## config.mk

```make
export PLATFORM = sky130hd
export DESIGN_NAME = key_event_gen_flat
export DESIGN_NICKNAME = d
export VERILOG_FILES = /design/src/rtl/opl3_pkg.sv /design/src/rtl/key_event_gen_if.sv /design/src/rtl/key_evt_cell.sv /design/src/rtl/key_event_gen.sv /design/src/flat_wrapper.sv
export SDC_FILE = /design/constraint.sdc
export NUM_CORES = 1
export LEC_CHECK = 0
export ABC_CLOCK_PERIOD_IN_PS = 2400
export BUFFER_PORTS_ARGS = -buffer_cell sky130_fd_sc_hd__buf_2
export CORE_MARGIN = 3
export CORE_UTILIZATION = 61
export DETAILED_ROUTE_END_ITERATION = 8
export MAX_ROUTING_LAYER = met4
export PLACE_DENSITY = 0.75
export SYNTH_ARGS = -nofsm -noshare
export SYNTH_HDL_FRONTEND = slang
export SYNTH_HIERARCHICAL = 1
export SYNTH_SLANG_ARGS = --single-unit
```

## constraint.sdc

```tcl
create_clock -name clk -period 2.4 [get_ports clk]
set_input_delay 0.48 -clock clk [delete_from_list [all_inputs] [get_ports clk]]
set_output_delay 0.48 -clock clk [all_outputs]
set_load 0.05 [all_outputs]
```

## src/rtl/opl3_pkg.sv

```systemverilog
// Shared sizes and per-operator key event state for the key event path.
// Imported by the key event interface, cell and top.
package opl3_pkg;

  localparam int BANK_NUM_WIDTH = 1;
  localparam int OP_NUM_WIDTH = 5;
  localparam int NUM_BANKS = 2;
  localparam int NUM_OPERATORS_PER_BANK = 18;
  localparam int NUM_OPS =
    NUM_BANKS * NUM_OPERATORS_PER_BANK;

  typedef struct packed {
    logic host_key;
    logic pend_on;
    logic pend_off;
  } key_evt_t;

endpackage

```

## src/rtl/key_event_gen_if.sv

```systemverilog
// Host write port plus operator scan port with its key strobes.
// master: register file / scan side, slave: key_event_gen.
interface key_event_gen_if;
  import opl3_pkg::*;

  logic                      wr_en;
  logic [BANK_NUM_WIDTH-1:0] wr_bank;
  logic [OP_NUM_WIDTH-1:0]   wr_op;
  logic                      wr_key_on;
  logic                      sample_clk_en;
  logic [BANK_NUM_WIDTH-1:0] bank_num;
  logic [OP_NUM_WIDTH-1:0]   op_num;
  logic                      key_on_pulse_p0;
  logic                      key_off_pulse_p0;
  logic                      key_level_p0;

  modport master (
    output wr_en, wr_bank, wr_op, wr_key_on,
    output sample_clk_en, bank_num, op_num,
    input  key_on_pulse_p0, key_off_pulse_p0,
    input  key_level_p0
  );

  modport slave (
    input  wr_en, wr_bank, wr_op, wr_key_on,
    input  sample_clk_en, bank_num, op_num,
    output key_on_pulse_p0, key_off_pulse_p0,
    output key_level_p0
  );

endinterface

```

## src/rtl/key_evt_cell.sv

```systemverilog
// One operator's host key bit and pending on/off event flags.
// Ports: wr_hit/wr_val (host write), scan_hit; pulses/level gated by scan_hit.
module key_evt_cell
  import opl3_pkg::*;
#(
  parameter bit DEFER_OFF = 1'b1
) (
  input  logic clk,
  input  logic reset_n,
  input  logic wr_hit,
  input  logic wr_val,
  input  logic scan_hit,
  output logic key_on_pulse,
  output logic key_off_pulse,
  output logic key_level
);

  key_evt_t st_q;
  key_evt_t st_d;

  always_ff @(posedge clk or negedge reset_n) begin
    if (!reset_n) st_q <= '0;
    else          st_q <= st_d;
  end

  // Scan consumes first; a same-cycle write lands on top.
  always_comb begin
    st_d = st_q;
    if (scan_hit) begin
      if (st_q.pend_on) begin
        st_d.pend_on = 1'b0;
        if (!DEFER_OFF) st_d.pend_off = 1'b0;
      end else if (st_q.pend_off) begin
        st_d.pend_off = 1'b0;
      end
    end
    if (wr_hit && (wr_val != st_q.host_key)) begin
      st_d.host_key = wr_val;
      if (wr_val) begin
        st_d.pend_on  = 1'b1;
        st_d.pend_off = 1'b0;
      end else begin
        st_d.pend_off = 1'b1;
      end
    end
  end

  assign key_on_pulse  = scan_hit & st_q.pend_on;
  assign key_off_pulse = scan_hit & ~st_q.pend_on
                       & st_q.pend_off;
  assign key_level     = scan_hit & st_q.host_key;

endmodule

```

## src/rtl/key_event_gen.sv

```systemverilog
// Turns asynchronous host key-on writes into scan-aligned key strobes.
// Ports: clk, reset_n, kif (slave: write port, scan index, key outputs).
module key_event_gen
  import opl3_pkg::*;
#(
  parameter bit DEFER_OFF = 1'b1
) (
  input logic       clk,
  input logic       reset_n,
  key_event_gen_if.slave kif
);

  logic [NUM_OPS-1:0] on_v;
  logic [NUM_OPS-1:0] off_v;
  logic [NUM_OPS-1:0] lvl_v;

  // Hits are one-hot, and op indices >= 18 match no cell,
  // so out-of-range writes and scans fall through to zero.
  for (genvar b = 0; b < NUM_BANKS; b++) begin : g_bank
    for (genvar o = 0; o < NUM_OPERATORS_PER_BANK; o++) begin : g_op
      localparam int IDX = b * NUM_OPERATORS_PER_BANK + o;

      logic wr_hit;
      logic scan_hit;

      assign wr_hit = kif.wr_en
        && (kif.wr_bank == BANK_NUM_WIDTH'(b))
        && (kif.wr_op == OP_NUM_WIDTH'(o));

      assign scan_hit = kif.sample_clk_en
        && (kif.bank_num == BANK_NUM_WIDTH'(b))
        && (kif.op_num == OP_NUM_WIDTH'(o));

      key_evt_cell #(
        .DEFER_OFF (DEFER_OFF)
      ) u_cell (
        .clk           (clk),
        .reset_n       (reset_n),
        .wr_hit        (wr_hit),
        .wr_val        (kif.wr_key_on),
        .scan_hit      (scan_hit),
        .key_on_pulse  (on_v[IDX]),
        .key_off_pulse (off_v[IDX]),
        .key_level     (lvl_v[IDX])
      );
    end
  end

  assign kif.key_on_pulse_p0  = |on_v;
  assign kif.key_off_pulse_p0 = |off_v;
  assign kif.key_level_p0     = |lvl_v;

endmodule

```

## src/flat_wrapper.sv

```systemverilog
// flat-port wrapper written by rule: the top's interface ports become plain ports
module key_event_gen_flat import opl3_pkg::*;
#(
  parameter bit DEFER_OFF = 1'b1
)
  (clk, reset_n, kif_wr_en, kif_wr_bank, kif_wr_op, kif_wr_key_on, kif_sample_clk_en, kif_bank_num, kif_op_num, kif_key_on_pulse_p0, kif_key_off_pulse_p0, kif_key_level_p0);
  key_event_gen_if kif_i ();
  input logic clk;
  input logic reset_n;
  input wire logic [$bits(kif_i.wr_en)-1:0] kif_wr_en;
  input wire logic [$bits(kif_i.wr_bank)-1:0] kif_wr_bank;
  input wire logic [$bits(kif_i.wr_op)-1:0] kif_wr_op;
  input wire logic [$bits(kif_i.wr_key_on)-1:0] kif_wr_key_on;
  input wire logic [$bits(kif_i.sample_clk_en)-1:0] kif_sample_clk_en;
  input wire logic [$bits(kif_i.bank_num)-1:0] kif_bank_num;
  input wire logic [$bits(kif_i.op_num)-1:0] kif_op_num;
  output wire logic [$bits(kif_i.key_on_pulse_p0)-1:0] kif_key_on_pulse_p0;
  output wire logic [$bits(kif_i.key_off_pulse_p0)-1:0] kif_key_off_pulse_p0;
  output wire logic [$bits(kif_i.key_level_p0)-1:0] kif_key_level_p0;
  assign kif_i.wr_en = kif_wr_en;
  assign kif_i.wr_bank = kif_wr_bank;
  assign kif_i.wr_op = kif_wr_op;
  assign kif_i.wr_key_on = kif_wr_key_on;
  assign kif_i.sample_clk_en = kif_sample_clk_en;
  assign kif_i.bank_num = kif_bank_num;
  assign kif_i.op_num = kif_op_num;
  assign kif_key_on_pulse_p0 = kif_i.key_on_pulse_p0;
  assign kif_key_off_pulse_p0 = kif_i.key_off_pulse_p0;
  assign kif_key_level_p0 = kif_i.key_level_p0;
  key_event_gen #(.DEFER_OFF(DEFER_OFF)) u_core (.clk(clk), .reset_n(reset_n), .kif(kif_i));
endmodule
```

; ---- After elaboration in Yosys (flattened, before gate mapping)
; Index checks and enable logic that the tools add are counted.
[totals]
wordCells = 730
reg_bits = 108
output_inout_bits = 3
[op_classes]
bitwise = 182
mux = 145
n_reduce_logical = 189
eq_ne = 106
[op_table]
columns = operator, n
row1 = 1-bit bitwise AND, 144
row2 = 2-bit 2-to-1 mux, 72
row3 = 1-bit logical AND, 112
row4 = 36-bit OR reduction, 3
row5 = "5-bit by 4-bit equality test with 1-bit output, second input constant", 16
row6 = 1-bit 2-to-1 mux, 73
row7 = "2-bit by 1-bit != test with 1-bit output, second input constant", 36
row8 = 2-bit AND reduction, 36
row9 = 2-bit nonzero test, 36
row10 = "5-bit by 3-bit equality test with 1-bit output, second input constant", 8
row11 = 1-bit inverter, 38
row12 = 1-bit != test, 36
row13 = "5-bit by 2-bit equality test with 1-bit output, second input constant", 4
row14 = "5-bit equality test, second input constant", 4
row15 = "5-bit by 1-bit equality test with 1-bit output, second input constant", 2
row16 = 5-bit zero test, 2

; ---- Logic depth before layout (Yosys ltp)
[depth]
word_depth = 6
depth_mapped = 7
depth_no_buf = 7

; ---- Modules after synthesis
; Netlist, hierarchy kept.
[by_module_without_submodules]
columns = mod, cells_per_inst, seq_area_each_um2, n_inst, area_per_inst_um2
row1 = key_evt_cell, 15, 75.1, 36, 153.9
row2 = key_event_gen, 153, 0.0, 1, 797.0

; ---- Worst setup path after synthesis
; Ideal clock, no wire load.
[synth_timing]
kind = input port to output port
from = in kif_sample_clk_en
to = out kif_key_on_pulse_p0
t_arrival_ns = 2.001
path_slack_ns = -0.081
stages = 7
path_buffers = 0
cell_sequence = nor2b_1 -> nand2_1 -> nor2_1 -> and2_2 -> nor4_1 -> nand4_1 -> or3_1
[synth_via]
elab_chain_cells = 4
word_cells_on_any_way = 75
[synth_lines]
columns = element, line
row1 = "start, declared", flat_wrapper.sv:14  ; input wire logic [$bits(kif_i.sample_clk_en)-1:0] kif_sample_clk_en;
row2 = 1-bit logical AND, key_event_gen.sv:31  ; && (kif.bank_num == BANK_NUM_WIDTH'(b))
row3 = 1-bit logical AND, key_event_gen.sv:32  ; && (kif.op_num == OP_NUM_WIDTH'(o));
row4 = net u_core.g_bank[0].g_op[3].scan_hit, key_event_gen.sv:24  ; logic scan_hit;
row5 = 1-bit bitwise AND, key_evt_cell.sv:48  ; assign key_on_pulse = scan_hit & st_q.pend_on;
row6 = net u_core.on_v[3], key_event_gen.sv:13  ; logic [NUM_OPS-1:0] on_v;
row7 = 36-bit OR reduction, key_event_gen.sv:49  ; assign kif.key_on_pulse_p0 = |on_v;
row8 = "end, declared", flat_wrapper.sv:17  ; output wire logic [$bits(kif_i.key_on_pulse_p0)-1:0] kif_key_on_pulse_p0;
; The timed path passes the listed nets, and every way through them passes these cells.

; ---- Worst setup path after layout
[layout_timing]
from = in kif_op_num[3]
to = out kif_key_level_p0
[layout_via]
elab_chain_cells = 4
word_cells_on_any_way = 91
[layout_lines]
columns = element, line
row1 = "start, declared", flat_wrapper.sv:16  ; input wire logic [$bits(kif_i.op_num)-1:0] kif_op_num;
row2 = 5-bit zero test, key_event_gen.sv:32
row3 = 1-bit logical AND, key_event_gen.sv:32
row4 = net u_core.g_bank[1].g_op[0].scan_hit, key_event_gen.sv:24
row5 = 1-bit bitwise AND, key_evt_cell.sv:51  ; assign key_level = scan_hit & st_q.host_key;
row6 = net u_core.lvl_v[18], key_event_gen.sv:15  ; logic [NUM_OPS-1:0] lvl_v;
row7 = 36-bit OR reduction, key_event_gen.sv:51  ; assign kif.key_level_p0 = |lvl_v;
row8 = "end, declared", flat_wrapper.sv:19  ; output wire logic [$bits(kif_i.key_level_p0)-1:0] kif_key_level_p0;
; The timed path passes the listed nets, and every way through them passes these cells.

==> impl_metrics.env <==
export IMPL_core_area_um2=9950
export IMPL_critPathMaxStageDelay_ns=0.37
export IMPL_slew_limit_headroom_pct=56.2
export IMPL_power_switching_uw=1130
export IMPL_largest_register_ffs=108
export IMPL_crit_family="simple AND/OR/NAND/NOR gates"
export IMPL_clock_root_buffer="clkbuf_8"
export IMPL_p_sw_share_pct=27.6
export IMPL_worstPathArrival_ns=2.31
export IMPL_dp_hpwl_mm=11.8
export IMPL_path_buf_inv=4
export IMPL_reg2reg_slack_ns=1.43
export IMPL_ioPinCount=20
export IMPL_max_clock_freq_mhz=358
export IMPL_crit_fanout=5
export IMPL_grt_overflow=0
export IMPL_leakage_uw=0.00383
export IMPL_grt_pass1_vias=5736
export IMPL_totalWireLength_mm=18.2
export IMPL_fp_dieH_um=108
export IMPL_p_per_area_nw_per_um2=515
export IMPL_crit_type="input pin to output port"
export IMPL_synth_nets=710
export IMPL_pre_cts_ws_ns=-0.610
export IMPL_num_vias=5707
export IMPL_reg2regPathDepth=3
export IMPL_cts_num_sinks=108
export IMPL_dp_cells=909
export IMPL_area_delta_synth_final_pct=25.7
export IMPL_gr_usage_all_layers_pct=32.7
export IMPL_fp_row_count=36
export IMPL_ys_seq_area_share_pct=42.6
export IMPL_cts_hold_buf=0
export IMPL_die_x_um=108
export IMPL_regArea_um2=2700
export IMPL_drtIter0Drc=479
export IMPL_hold_worst_slack_ns=0.0370
export IMPL_grt_pass1_wl_mm=28.3
export IMPL_die_area_um2=11600
export IMPL_multiInputGateArea_um2=3940
export IMPL_fin_setup_tns_ns=-1.02
export IMPL_path_clk_slew_ns=0.10
export IMPL_outcome="finished with violations"
export IMPL_cts_htree_levels=3
export IMPL_top_regs="u_core/g_bank.g_op.u_cell/st_q: 108 flops"
export IMPL_maxCapViolations=0
export IMPL_cts_tree="yes"
export IMPL_slowest_stage="or3_4"
export IMPL_antennaDiodeCount=0
export IMPL_holdCritPathClass="input pin to asynchronous set/reset pin"
export IMPL_start_util_pct=63.7
export IMPL_syn_area_per_cell_um2=9.14
export IMPL_drv_slew=0
export IMPL_hold_viol=0
export IMPL_power_internal_uw=2970
export IMPL_nFillCells=630
export IMPL_pwr_share_seq_pct=54.2
export IMPL_required_ns=1.92
export IMPL_tightest_slew_ns=0.657
export IMPL_fin_skew_ns=0.00968
export IMPL_final_layout_size_suffix_gt1_share_pct=37.0
export IMPL_cts_buffers=9
export IMPL_r2r_end="u_core/g_bank[1].g_op[4].u_cell/st_q[0]$_DFFE_PN0P_"
export IMPL_vias_per_cell=6.15
export IMPL_drc=0
export IMPL_regMostFlops="u_core/g_bank.g_op.u_cell/st_q"
export IMPL_timing_final_crit_share_pct=116
export IMPL_layout_min_cycle_time_ns=2.79
export IMPL_setup_slack_ns=-0.393
export IMPL_reg2reg_from="u_core/g_bank[1].g_op[4].u_cell/st_q[1]$_DFF_PN0_"
export IMPL_p_clk_share_pct=31.6
export IMPL_clk_insertion_delay_late_ns=0.40
export IMPL_final_util_pct=80.0
export IMPL_setup_viol=3
export IMPL_gp_congestion=0.959
export IMPL_ys_types=24
export IMPL_crit_path_end_kind="output port"
export IMPL_nets=807
export IMPL_ys_seq_elements=108
export IMPL_antenna_found_initial=0
export IMPL_ir_drop_mv=0.593
export IMPL_p_comb_share_pct=14.2
export IMPL_syn_cell_area_um2=6340
export IMPL_grt_max_degree=109
export IMPL_cp_cell_sequence="buf_2 > nor2_2 > nand3_4 > buf_6 > nor2_4 > and2_1 > nor4_4 > buf_4 > nand3_2 > or3_4 > buf_8"
export IMPL_start_kind="input pin"
export IMPL_rsz0062_at_grt="true"
export IMPL_clockBufferDepth=2
export IMPL_wl_per_cell_um=19.6
export IMPL_numPortBuffers=19
export IMPL_postRouteAntennaNets=0
export IMPL_firstDrtPassIters=9
export IMPL_synthCells=693
export IMPL_violations="negative setup slack"
export IMPL_fin_cells=928
export IMPL_synth_warnings=6
-- cell usage in the layout, fill, tap and decap left out, types with 18 or more instances in the layout --
master,n
and2_2,24
nor2b_1,40
nand2b_1,36
and2_4,18
buf_4,55
nand2_1,80
inv_1,36
and2_1,30
nor2_1,50
a22oi_2,36
and3_1,31
o21ai_0,36
o22ai_1,36
dfrtp_1,108
mux2_2,36
nor2_2,20
-- power by group through the flow --
stage	Combinational [uW]	Sequential [uW]	Clock, uW
after floorplan	313	2180	0
after global placement	484	2220	0
after detailed placement	508	2240	0
after CTS	564	2210	1320
after global routing	633	2250	1390
final	581	2220	1300
-- cell usage after synthesis --
library cell / number / area [um2]
o21ai_0: 36 / 180
a22oi_2: 36 / 450
or3b_1: 2 / 17.5
and2_2: 36 / 270
nor2b_1: 42 / 263
nor2_2: 15 / 93.8
or3b_2: 2 / 17.5
buf_2: 2 / 10.0
nor4_2: 3 / 37.5
mux2_2: 36 / 405
nand3b_1: 4 / 30.0
nand2b_1: 36 / 225
inv_1: 36 / 135
and2_1: 36 / 225
nor2_1: 61 / 229
nand3_1: 11 / 55.1
nand2_1: 83 / 312
nand4_1: 5 / 31.3
nor4_1: 24 / 150
dfrtp_1: 108 / 2700
and3_1: 36 / 225
buf_4: 2 / 15.0
o22ai_1: 36 / 225
or3_1: 5 / 31.3
-- what timing repair did --
| item | 4_1_cts | 5_1_grt |
|---|---|---|
| setup buffers | 4 | 0 |
| pin swaps | 48 | 8 |
| resized for setup | 107 | 19 |
| setup endpoints to repair | 3 | 3 |
-- cells by family (layout without fill, tap and decap cells) --
family	after synthesis	in the layout	synth area share (%)
AND/OR/NAND/NOR	401	401	34.9
flip-flops	108	108	42.6
buffers and inverters	40	142	2.53
AO/OA/AOI/OAI	108	108	13.5
multiplexers	36	36	6.40
-- routing by layer --
| metal | GRT usage [%] | wire length (um) | vias up |
|---|---|---|---|
| met2 | 54.2 | 8990 | 203 |
| met5 | - | 0 | - |
| li1 | - | - | 2601 |
| met1 | 37.3 | 7250 | 2834 |
| met4 | 13.9 | 796 | 0 |
| met3 | 9.12 | 1130 | 69 |
-- final cells by class --
type | instances | area share (%)
Clock buffer | 13 | 2.12
Clock inverter | 3 | 0.848
Inverter | 36 | 1.70
Multi-Input combinational cell | 545 | 49.5
Sequential cell | 108 | 33.9
Tap cell | 133 | 2.09
Timing Repair Buffer | 90 | 9.83
-- how the worst max path moves through the flow --
stage                      start                    to  slack, ns  depth (start not counted)
4_1_cts        kif_sample_clk_en  kif_key_off_pulse_p0      -0.30                         11
6_report           kif_op_num[3]      kif_key_level_p0      -0.39                         11
3_5_place_dp   kif_sample_clk_en   kif_key_on_pulse_p0      -0.61                          9
3_3_place_gp   kif_sample_clk_en   kif_key_on_pulse_p0      -0.60                         11
2_1_floorplan  kif_sample_clk_en   kif_key_on_pulse_p0       0.02                          7
5_1_grt            kif_op_num[4]      kif_key_level_p0      -0.45                         10
-- metrics by stage --
| stage | instance area (um2) | power, uW |
|---|---|---|
| floorplan | 6350 | 2490 |
| global placement | 7130 | 2710 |
| detailed placement | 7130 | 2740 |
| CTS | 7880 | 4090 |
| global route | 7970 | 4270 |
| finish | 7970 | 4100 |
Power figures use the tool's default switching activity.
